**src/rtl/awg_btn_cmd_ctrl.sv**
```systemverilog
// rtl/awg_btn_cmd_ctrl.sv - front-panel button command controller; optional hold-to-repeat with AWG_BTN_AUTOREPEAT_EN
module awg_btn_cmd_ctrl #(
   parameter int NUM_WAVES     = 4,
   parameter int AMP_LEVELS    = 8,
   parameter int FREQ_W        = 16,
   parameter int FREQ_MIN      = 1,
   parameter int FREQ_MAX      = 65535,
   parameter int FREQ_STEP     = 16,
   parameter int FREQ_INIT     = 1000,
   parameter int HOLD_CYCLES   = 25000000,
   parameter int REPEAT_CYCLES = 5000000
) (
   input  logic                          clk,
   input  logic                          rst,
   input  logic [3:0]                    btn_pulse,
   input  logic [3:0]                    btn_level,
   input  logic                          cfg_ready,
   output logic                          cfg_valid,
   output logic [$clog2(NUM_WAVES)-1:0]  wave_sel,
   output logic [FREQ_W-1:0]             freq_word,
   output logic [$clog2(AMP_LEVELS)-1:0] amp_sel,
   output logic                          busy
);
   localparam int WAVE_W = $clog2(NUM_WAVES);
   localparam int AMP_W  = $clog2(AMP_LEVELS);

   localparam logic [1:0] IDLE     = 2'd0;
   localparam logic [1:0] WAIT_ACK = 2'd1;

   localparam logic [WAVE_W-1:0]        WAVE_LAST = WAVE_W'(NUM_WAVES - 1);
   localparam logic [AMP_W-1:0]         AMP_LAST  = AMP_W'(AMP_LEVELS - 1);
   localparam logic [FREQ_W:0]          UP_MAX    = (FREQ_W+1)'(FREQ_MAX);
   localparam logic [FREQ_W:0]          UP_STEP   = (FREQ_W+1)'(FREQ_STEP);
   localparam logic signed [FREQ_W+1:0] DN_MIN    = (FREQ_W+2)'(FREQ_MIN);
   localparam logic signed [FREQ_W+1:0] DN_STEP   = (FREQ_W+2)'(FREQ_STEP);

   logic [1:0]               state;
   logic [1:0]               pick;
   logic [1:0]               applyCmd;
   logic [FREQ_W:0]          upSum;
   logic signed [FREQ_W+1:0] dnDiff;
   logic [WAVE_W-1:0]        nextWave;
   logic [FREQ_W-1:0]        nextFreq;
   logic [AMP_W-1:0]         nextAmp;

`ifdef AWG_BTN_AUTOREPEAT_EN
   localparam logic [1:0] HOLD = 2'd2;
   localparam int MAX_WAIT = (HOLD_CYCLES > REPEAT_CYCLES) ? HOLD_CYCLES : REPEAT_CYCLES;
   localparam int CNT_W    = (MAX_WAIT > 1) ? $clog2(MAX_WAIT) : 1;
   localparam logic [CNT_W-1:0] FIRST_LAST  = CNT_W'(HOLD_CYCLES - 1);
   localparam logic [CNT_W-1:0] REPEAT_LAST = CNT_W'(REPEAT_CYCLES - 1);

   logic [1:0]       cmdReg;
   logic [CNT_W-1:0] holdCnt;
   logic             firstRep;
   logic             repeatable;

   // repeats re-apply the latched command; a fresh press uses the arbitrated one
   assign applyCmd   = (state == IDLE) ? pick : cmdReg;
   assign repeatable = (cmdReg == 2'd1) || (cmdReg == 2'd2);
`else
   logic unusedInputs;

   assign applyCmd     = pick;
   assign unusedInputs = ^{btn_level, HOLD_CYCLES, REPEAT_CYCLES};
`endif

   assign busy   = (state != IDLE);
   assign upSum  = {1'b0, freq_word} + UP_STEP;
   assign dnDiff = $signed({2'b00, freq_word}) - DN_STEP;

   // fixed priority: lowest set pulse bit wins, the rest are dropped
   always_comb begin
      pick = 2'd0;
      if (btn_pulse[0])      pick = 2'd0;
      else if (btn_pulse[1]) pick = 2'd1;
      else if (btn_pulse[2]) pick = 2'd2;
      else if (btn_pulse[3]) pick = 2'd3;
   end

   // configuration that results from applying the selected command
   always_comb begin
      nextWave = wave_sel;
      nextFreq = freq_word;
      nextAmp  = amp_sel;
      case (applyCmd)
         2'd0:    nextWave = (wave_sel == WAVE_LAST) ? '0 : wave_sel + WAVE_W'(1);
         2'd1:    nextFreq = (upSum > UP_MAX) ? FREQ_W'(FREQ_MAX) : upSum[FREQ_W-1:0];
         2'd2:    nextFreq = (dnDiff < DN_MIN) ? FREQ_W'(FREQ_MIN) : dnDiff[FREQ_W-1:0];
         default: nextAmp  = (amp_sel == AMP_LAST) ? '0 : amp_sel + AMP_W'(1);
      endcase
   end

   // command FSM: accept a press, hold the update until the core takes it
   always_ff @(posedge clk) begin
      if (rst) begin
         state     <= IDLE;
         cfg_valid <= 1'b0;
         wave_sel  <= '0;
         freq_word <= FREQ_W'(FREQ_INIT);
         amp_sel   <= '0;
`ifdef AWG_BTN_AUTOREPEAT_EN
         cmdReg    <= 2'd0;
         holdCnt   <= '0;
         firstRep  <= 1'b0;
`endif
      end else begin
         case (state)
            IDLE: begin
               if (|btn_pulse) begin
                  wave_sel  <= nextWave;
                  freq_word <= nextFreq;
                  amp_sel   <= nextAmp;
                  cfg_valid <= 1'b1;
                  state     <= WAIT_ACK;
`ifdef AWG_BTN_AUTOREPEAT_EN
                  cmdReg    <= pick;
                  firstRep  <= 1'b1;
`endif
               end
            end
            WAIT_ACK: begin
               if (cfg_ready) begin
                  cfg_valid <= 1'b0;
                  state     <= IDLE;
`ifdef AWG_BTN_AUTOREPEAT_EN
                  holdCnt   <= '0;
                  if (repeatable && btn_level[cmdReg]) state <= HOLD;
`endif
               end
            end
`ifdef AWG_BTN_AUTOREPEAT_EN
            HOLD: begin
               if (!btn_level[cmdReg]) begin
                  state   <= IDLE;
                  holdCnt <= '0;
               end else if (holdCnt == (firstRep ? FIRST_LAST : REPEAT_LAST)) begin
                  freq_word <= nextFreq;
                  cfg_valid <= 1'b1;
                  holdCnt   <= '0;
                  firstRep  <= 1'b0;
                  state     <= WAIT_ACK;
               end else begin
                  holdCnt <= holdCnt + CNT_W'(1);
               end
            end
`endif
            default: state <= IDLE;
         endcase
      end
   end
endmodule
```
**config.mk**
```make
export PLATFORM = sky130hd
export DESIGN_NAME = awg_btn_cmd_ctrl
export DESIGN_NICKNAME = d
export VERILOG_FILES = /design/src/rtl/awg_btn_cmd_ctrl.sv
export SDC_FILE = /design/constraint.sdc
export NUM_CORES = 1
export LEC_CHECK = 0
export ABC_AREA = 1
export CAP_MARGIN = 20
export CORE_ASPECT_RATIO = 0.5
export CORE_MARGIN = 1
export CORE_UTILIZATION = 58
export DETAILED_ROUTE_END_ITERATION = 8
export GPL_TIMING_DRIVEN = 0
export PLACE_DENSITY = 0.86
export SKIP_LAST_GASP = 1
export SYNTH_ARGS = -nofsm -noshare
export SYNTH_HDL_FRONTEND = slang
export SYNTH_SLANG_ARGS = --single-unit
```
**constraint.sdc**
```tcl
create_clock -name clk -period 3.05 [get_ports clk]
set_input_delay 0.61 -clock clk [delete_from_list [all_inputs] [get_ports clk]]
set_output_delay 0.61 -clock clk [all_outputs]
set_load 0.01 [all_outputs]
```
==> metrics.txt <==
I/O pin total 34; layout cells sized above 1 0.116; vias per inst 5.71; fin crit period 2470 ps; Worst-path clk slew 90 ps; P&R area growth vs syn 19.2%; DIE AREA 3660 µm²; CTS Hold Bufs 0; Pre-Repair DR Iteration Count 7; Crit Path Class input pin to flop; first-pass GRT wire length 9.16 mm; status complete, no violations; Final period util 0.810; CP endpoint kind flop; initial antenna violation count 0; Die Wd 84.6 µm; relative slew slack 0.621; Worst EP arrival 2700 ps; post-route cell area 2360 µm²; CP Max Fanout 10; total gr overflow 0; Starting Density 0.635; antenna fix cells 0; postcts setup bufs 0; Slew @ Worst Pin 569 ps; H-tree depth 1; Lkg Pwr 1.19 nW; Syn Inst Count 330; Synth Area per Inst 6.00 µm²; CTS tree done; Distinct cells, synth 29; Iter 0 DRT Violations 195; GRT Overall Usage 0.324; Max-cap violations 0; Placed Area 2310 µm²; Pwr Total 0.897 mW; DIE HEIGHT 43.3 µm; Synth Warn # 0; setup violators final 0; RSZ-0062 raised after global routing no; CTS buffer count 3; GP Congestion 0.914; WL per Instance 14.0 µm; data required time of the worst path 3270 ps; mapped cell area 1980 µm²; DRC 0; worst reg2reg setup slack 760 ps; Net Count, Synth 350; final hold vios 0; #FFs+latches synth 21; clock sinks 21; maximum vdd drop 0.247 mV; DP Cell Count 398; Layout fillers 261; dpl hpwl 4.26 mm; placeable core area 3120 µm²; clock skew 8.75 ps; total wire length 5.62 mm; Clock Latency Late Sink 280 ps; CP startpoint kind input pin; largest net degree at the start of global routing 14; WHS 501 ps; count of pins over their slew limit 0; Post-layout nets 383; Sum Neg Setup Slack 0 ps; vias in the first global route 1953; clock root buffer clkbuf_8; vias 2294; row count 14; Port Buffers 28; Resize count post-CTS 0; clock buffer depth 2; power density over cell area 380 nW/µm²; Final Non-Filler Cells 402; sequential element share of the synthesized area 0.212; Hold Crit Class flop to flop; Detail Route Antenna Nets 0; fmax 405 MHz
path summary, 6_finish.rpt:
check                                  start      endpoint  depth (start not counted)
worst max register to register  freq_word[4]  freq_word[9]                         14
worst max-delay path            btn_pulse[1]  freq_word[6]                         11
worst min-delay path             wave_sel[1]   wave_sel[1]                          2
worst min register to register   wave_sel[1]   wave_sel[1]                          2
per-layer routing:
| metal | global-route usage | share of wire |
|---|---|---|
| met2 | 0.535 | 0.46 |
| met1 | 0.441 | 0.43 |
| met3 | 0.0837 | 0.11 |
| met4 | 0.0475 | 0.0021 |
| met5 | 0 | 0 |
critical path, cell delays in order:
cell and delay (ps):
clkdlybuf4s50_1 500, inv_1 50, a21oi_1 200, inv_1 90, ha_1 270, inv_1 200, clkbuf_1 460, nand2_1 110
nand3_1 100, nand2_1 50, nand2_1 60
layout make-up:
cell class	instances	area (µm²)	area share
Tap cell	40	50.0	0.0212
Multi-Input combinational cell	247	1290	0.547
Sequential cell	21	420	0.178
Timing Repair Buffer	28	280	0.119
Clock buffer	3	41.3	0.0175
Buffer	14	88.8	0.0377
Clock inverter	1	7.51	0.00318
Inverter	48	180	0.0764
synthesized netlist by cell type:
library cell | number | area, µm²
a211oi_1 | 1 | 7.51
a21oi_1 | 19 | 95.1
a21oi_2 | 1 | 8.76
buf_1 | 1 | 3.75
buf_2 | 2 | 10.0
buf_4 | 3 | 22.5
buf_6 | 3 | 33.8
clkbuf_1 | 5 | 18.8
clkinv_1 | 1 | 3.75
dfxtp_1 | 21 | 420
ha_1 | 9 | 113
inv_1 | 43 | 161
inv_2 | 4 | 15.0
nand2_1 | 105 | 394
nand2_2 | 5 | 31.3
nand2_4 | 2 | 22.5
nand3_1 | 35 | 175
nand3_2 | 6 | 60.1
nand3_4 | 1 | 17.5
nand4_1 | 18 | 113
nand4_2 | 1 | 12.5
nor2_1 | 24 | 90.1
nor2_2 | 5 | 31.3
nor2_4 | 5 | 56.3
nor3_1 | 1 | 5.00
o21ai_0 | 2 | 10.0
o21ai_1 | 3 | 15.0
or3_1 | 1 | 6.26
xor2_1 | 3 | 26.3
sequential cells by signal, summed over array words and instances, names as in the netlist:
register	cells
freq_word	15
amp_sel	3
wave_sel	2
cfg_valid	1
power by group:
group          switching [mW]  internal (mW)  leakage (nW)
clock                   0.121         0.0930        0.0217
combinational           0.214          0.138         0.993
sequential             0.0341          0.296         0.172
kinds of logic (layout without fill, tap and decap cells):
kind of cell,count (synthesis),after routing,share of synthesized area
buffers and inverters,62,94,0.136
DFF,21,21,0.212
adders and majority gates,9,9,0.0569
xor gates and xnor gates,3,3,0.0133
and+or+nand+nor,209,209,0.513
AOI/OAI and AO/OA,26,26,0.0689
metrics by stage:
stage                      util  setup WS (ps)
after floorplan               -           1140
after global placement    0.741            350
after detailed placement  0.741            317
after CTS                 0.756            611
after global routing      0.756            392
final                     0.756            579
cells in the final DEF, fill, tap and decap left out, types with 2 or more instances in the layout:
master and count:
nor2_4 5, nand4_1 18, buf_2 2, inv_1 43
a21oi_1 19, buf_6 3, dfxtp_1 21, nand2_4 2
ha_1 9, nand3_2 6, xor2_1 3, o21ai_0 2
nand2_1 105, nor2_2 5, buf_4 3, nor2_1 24
clkbuf_1 5, nand2_2 5, clkdlybuf4s50_1 28, o21ai_1 3
inv_2 4, clkbuf_8 3, nand3_1 35
Note: power is estimated with default switching activity, not from simulation.
==> edit 1: new RTL, same flow settings <==
Reset style: asynchronous (`rst`), changed in one clocked block.
--- a/src/rtl/awg_btn_cmd_ctrl.sv
+++ b/src/rtl/awg_btn_cmd_ctrl.sv
@@ -92,7 +92,7 @@
    end
 
    // command FSM: accept a press, hold the update until the core takes it
-   always_ff @(posedge clk) begin
+   always_ff @(posedge clk or posedge rst) begin
       if (rst) begin
          state     <= IDLE;
          cfg_valid <= 1'b0;
Behaviour: differs if rst is asserted again (counterexample within 4 cycles, from zero or initial values and one cycle with rst high); with rst held inactive, the same outputs for 10 cycles.
==> edit 1 against the original RTL <==
- sequential cell count did not move
- synthesized area rose by 5.4%
- synthesized cell count rose by 1.5%
- non-clock buffer count rose by 1
- fmax fell by 0.43%
- routed wire length rose by 0.87%
- design area rose by 5.4%
- setup slack got worse by 0.011 ns
- critical endpoint is now freq_word[8]
- via count rose by 0.61%
- first-iteration DRC count rose by 21%
- global-route usage fell by 0.55 points
Power is not compared: it rests on default switching activity, and its combinational part moved more than twofold at a synthesized area within 25%.
==> edit 1: results (changes against the original RTL) <==
critical_path:
  crit_family: "simple AND/OR/NAND/NOR gates"
  timing.rr.start: "freq_word[4]"
  crit_type: "flip-flop to flip-flop"
  reg2reg_depth: 15  # +1
logic_synthesis:
  synth_mux_area_frac: 0.005399  # +0.005399
  synth_area_leaders: "nand2_1 (20%), dfrtp_1 (18%), nand3_1 (9.6%)"
  synthDistinctLibCells: 34  # +17%
  synthXorXnorAreaFrac: 0.008398  # -0.004876
  synthTopCellsByCount: "nand2_1 (113), nand3_1 (40), inv_1 (38)"
  synth-main-ff-cell: "dfrtp_1"
  ys_seq_area_frac: 0.2555  # +0.04316
  synth_compound_area_frac: 0.05699  # -0.01191
  synth_fa_ha_area_frac: 0.05399  # -0.002901
  synthArstFlopShare: 1.000  # +1.000
global_routing:
  grt_max_degree: 22  # +8
  grt_util_met2: 0.4961  # -0.03890
  use_met3: 0.08209  # -0.001568
  first_global_vias: 1976  # +1.2%
finish:
  final_core_util: 0.7752  # +0.01875
  finalNonFillerCells: 416  # +3.5%
  fillers: 251  # -3.8%
  stdcell_area_sq_um: 2485  # +5.4%
  drive_above_1_share: 0.1223  # +0.006261
sta:
  min_period_over_period: 0.8138  # +0.003501
  hold_slack_ns: 0.5098  # +0.008664 ns
drt:
  viasPerCell: 5.548  # -2.8%
  wl_microns: 5670  # +0.87%
  first_pass_iters: 5  # -2
  drt_iter0_drc: 235  # +21%
place:
  hpwl_microns: 4419  # +3.8%
  place_area_sq_um: 2436  # +5.5%
  dp_cells: 412  # +3.5%
status:
  status: "finished clean"
min_path:
  holdPathEnd: "freq_word[3]"
## edit 1: cell types whose count changed in the layout (fill, tap and decap cells not counted), moves of 6 or more
cell / delta
dfstp_2: +6
a21oi_1: -15
dfxtp_1: -21
nor2_1: +10
dfrtp_1: +15
nand2_1: +8
## edit 1: layout make-up
class / instances / share of cell area
Buffer: 14 / 0.03726
Clock buffer: 3 / 0.01662
Clock inverter: 1 / 0.003021
Inverter: 41 / 0.06193
Multi-Input combinational cell: 259 / 0.5257
Sequential cell: 21 / 0.2145
Tap cell: 48 / 0.02417
Timing Repair Buffer: 29 / 0.1168
## edit 1: routing by layer
metal  up-vias  share of wire
met3        10           0.13
li1       1135              -
met2       133           0.41
met5         -              0
met1      1030           0.45
met4         0          0.015
==> edit 2: new RTL, same settings <==
Made on the original files. Set the parameter `AMP_LEVELS` to 16 (it was 8).
--- a/src/rtl/awg_btn_cmd_ctrl.sv
+++ b/src/rtl/awg_btn_cmd_ctrl.sv
@@ -1,7 +1,7 @@
 // rtl/awg_btn_cmd_ctrl.sv - front-panel button command controller; optional hold-to-repeat with AWG_BTN_AUTOREPEAT_EN
 module awg_btn_cmd_ctrl #(
    parameter int NUM_WAVES     = 4,
-   parameter int AMP_LEVELS    = 8,
+   parameter int AMP_LEVELS    = 16,
    parameter int FREQ_W        = 16,
    parameter int FREQ_MIN      = 1,
    parameter int FREQ_MAX      = 65535,
Ports: changed (resized amp_sel); port bits go from 34 to 35. No check against the original RTL was run, so the function may have changed too.
==> edit 2 against the original RTL <==
- sequential share of layout area increased by 0.13 points
- synthesized area is 2.6% higher
- setup slack worse by 0.074 ns
- routed wire length grew 2.5%
- design area rose by 4.0%
- die area is 2.5% higher
- clock power increased by 36%
- total power is 11% higher
- sequential cell count rose by 1
- worst hold slack improved by 0.0019 ns
- largest cell class unchanged
==> edit 2: results (changes against the original RTL) <==
logic_synthesis:
  ys_warn_count: 0  # unchanged
  synthDistinctLibCells: 32  # +10%
  synth-main-ff-cell: "dfxtp_1"
  synthArstFlopShare: 0  # unchanged
  synth_area_leaders: "dfxtp_1 (22%), nand2_1 (17%), inv_1 (7.8%)"
  syn_nets: 355  # +1.4%
  ys_seq_area_frac: 0.2169  # +0.004493
  synth_compound_area_frac: 0.09673  # +0.02783
  synthXorXnorAreaFrac: 0.01294  # -0.0003353
  synthTopCellsByCount: "nand2_1 (94), inv_1 (42), nor2_1 (35)"
  synth_mux_area_frac: 0  # unchanged
  synth_fa_ha_area_frac: 0.04929  # -0.007599
min_path:
  holdCritStartpoint: "wave_sel[1]"
  hold_depth: 2  # unchanged
  holdPathEnd: "wave_sel[1]"
  holdCritPathClass: "flip-flop to flip-flop"
power:
  ir_worst_vdd_mv: 0.2985  # +21%
  pg_clk_w: 0.000291  # +36%
  seqPwrFrac: 0.339  # -0.029
  leakagePower_nw: 1.178  # -0.80%
  p_clk_frac: 0.292  # +0.053
  swShare: 0.3721  # -0.04000
critical_path:
  reg2reg_depth: 12  # -2
  arrival_ns: 2.77  # +0.07 ns
  timing.rr.start: "freq_word[4]"
  regToRegEndpoint: "freq_word[12]"
  rrSetupSlack_ns: 0.73  # -0.03 ns
  crit_fanout: 10  # unchanged
finish:
  fillers: 260  # -0.38%
  top_regs: "freq_word x15, amp_sel x4, wave_sel x2"
  drive_above_1_share: 0.1138  # -0.002201
  fin_nets: 389  # +1.6%
  diodes: 0  # unchanged
clock_network:
  cts_buffers: 3  # unchanged
  cts_root_buf: "clkbuf_8"
  clk_latency_ns: 0.28  # about the same
  cts_max_level: 1  # unchanged
  postCtsSetupRepairBufs: 0  # unchanged
  clk_pin_slew_ns: 0.09  # about the same
  clockBufferDepth: 2  # unchanged
  cts-resized-gates: 0  # unchanged
place:
  place_worst_setup_slack_ns: 0.2525  # -0.06483 ns
  hpwl_microns: 4351  # +2.3%
  gp_congestion: 0.9551  # +4.6%
  io_buffer_count: 29  # +3.6%
sta:
  fin_skew_ns: 0.006515  # -0.002235 ns
  worst_pin_slew_ns: 0.5414  # -0.02748 ns
  hold_slack_ns: 0.5031  # +0.001928 ns
global_routing:
  track_usage: 0.3187  # -0.005009
  grt_max_degree: 14  # unchanged
  antenna_found_initial: 0  # unchanged
  grt_pass1_wl_microns: 9177  # +0.15%
  first_global_vias: 2056  # +5.3%
drt:
  drt_iter0_drc: 225  # +15%
  vias: 2324  # +1.3%
  first_pass_iters: 5  # -2
  wl_microns: 5759  # +2.5%
status:
  status: "finished clean"
## edit 2: worst max path at each step
| stage | start | cells past startpoint | slack, ns | endpoint |
|---|---|---|---|---|
| floorplan | btn_pulse[1] | 8 | 1.13 | freq_word[0] |
| global placement | btn_pulse[2] | 10 | 0.32 | freq_word[0] |
| detailed placement | btn_pulse[3] | 8 | 0.25 | freq_word[15] |
| CTS | btn_pulse[3] | 8 | 0.54 | freq_word[15] |
| global route | btn_pulse[3] | 10 | 0.29 | freq_word[0] |
| finish | btn_pulse[3] | 10 | 0.50 | freq_word[8] |
## edit 2: metal layers
metal,vias up,share of wire,global-route usage
li1,1142,-,-
met1,1038,0.45,0.3981
met2,133,0.45,0.5664
met3,11,0.085,0.07810
met4,0,0.014,0.07667
met5,-,0,0
## edit 2: cell type report
type / instances / area share
clock buffers: 3 / 0.01684
multi-input cells: 253 / 0.5403
plain buffers: 14 / 0.03622
flip-flops and latches: 22 / 0.1796
well taps: 48 / 0.02449
clock inverters: 1 / 0.01224
repair buffers: 29 / 0.1184
inverters: 47 / 0.07194
## edit 2: metrics by stage
stage / cell area [sq um] / cells / utilization
after floorplan: 2031 / 336 / -
after CTS: 2452 / 417 / 0.7735
after global routing: 2452 / 417 / 0.7735
after detailed placement: 2381 / 413 / 0.7510
final: 2452 / 417 / 0.7735
after global placement: 2381 / 413 / 0.7510
## edit 2: critical path, stage by stage
cell             delay [ns]
clkdlybuf4s50_1        0.49
nor2_1                 0.06
nor3_1                 0.28
ha_1                   0.22
clkbuf_1               0.29
buf_1                  0.44
nand4_1                0.17
nand2_1                0.11
nand2_1                0.05
nand2_1                0.06
## edit 2: kinds of logic after synthesis
logic type / Yosys count
compound gates: 37
xor+xnor: 3
fa+ha+maj: 8
buf+inv: 61
flops: 22
simple gates: 205
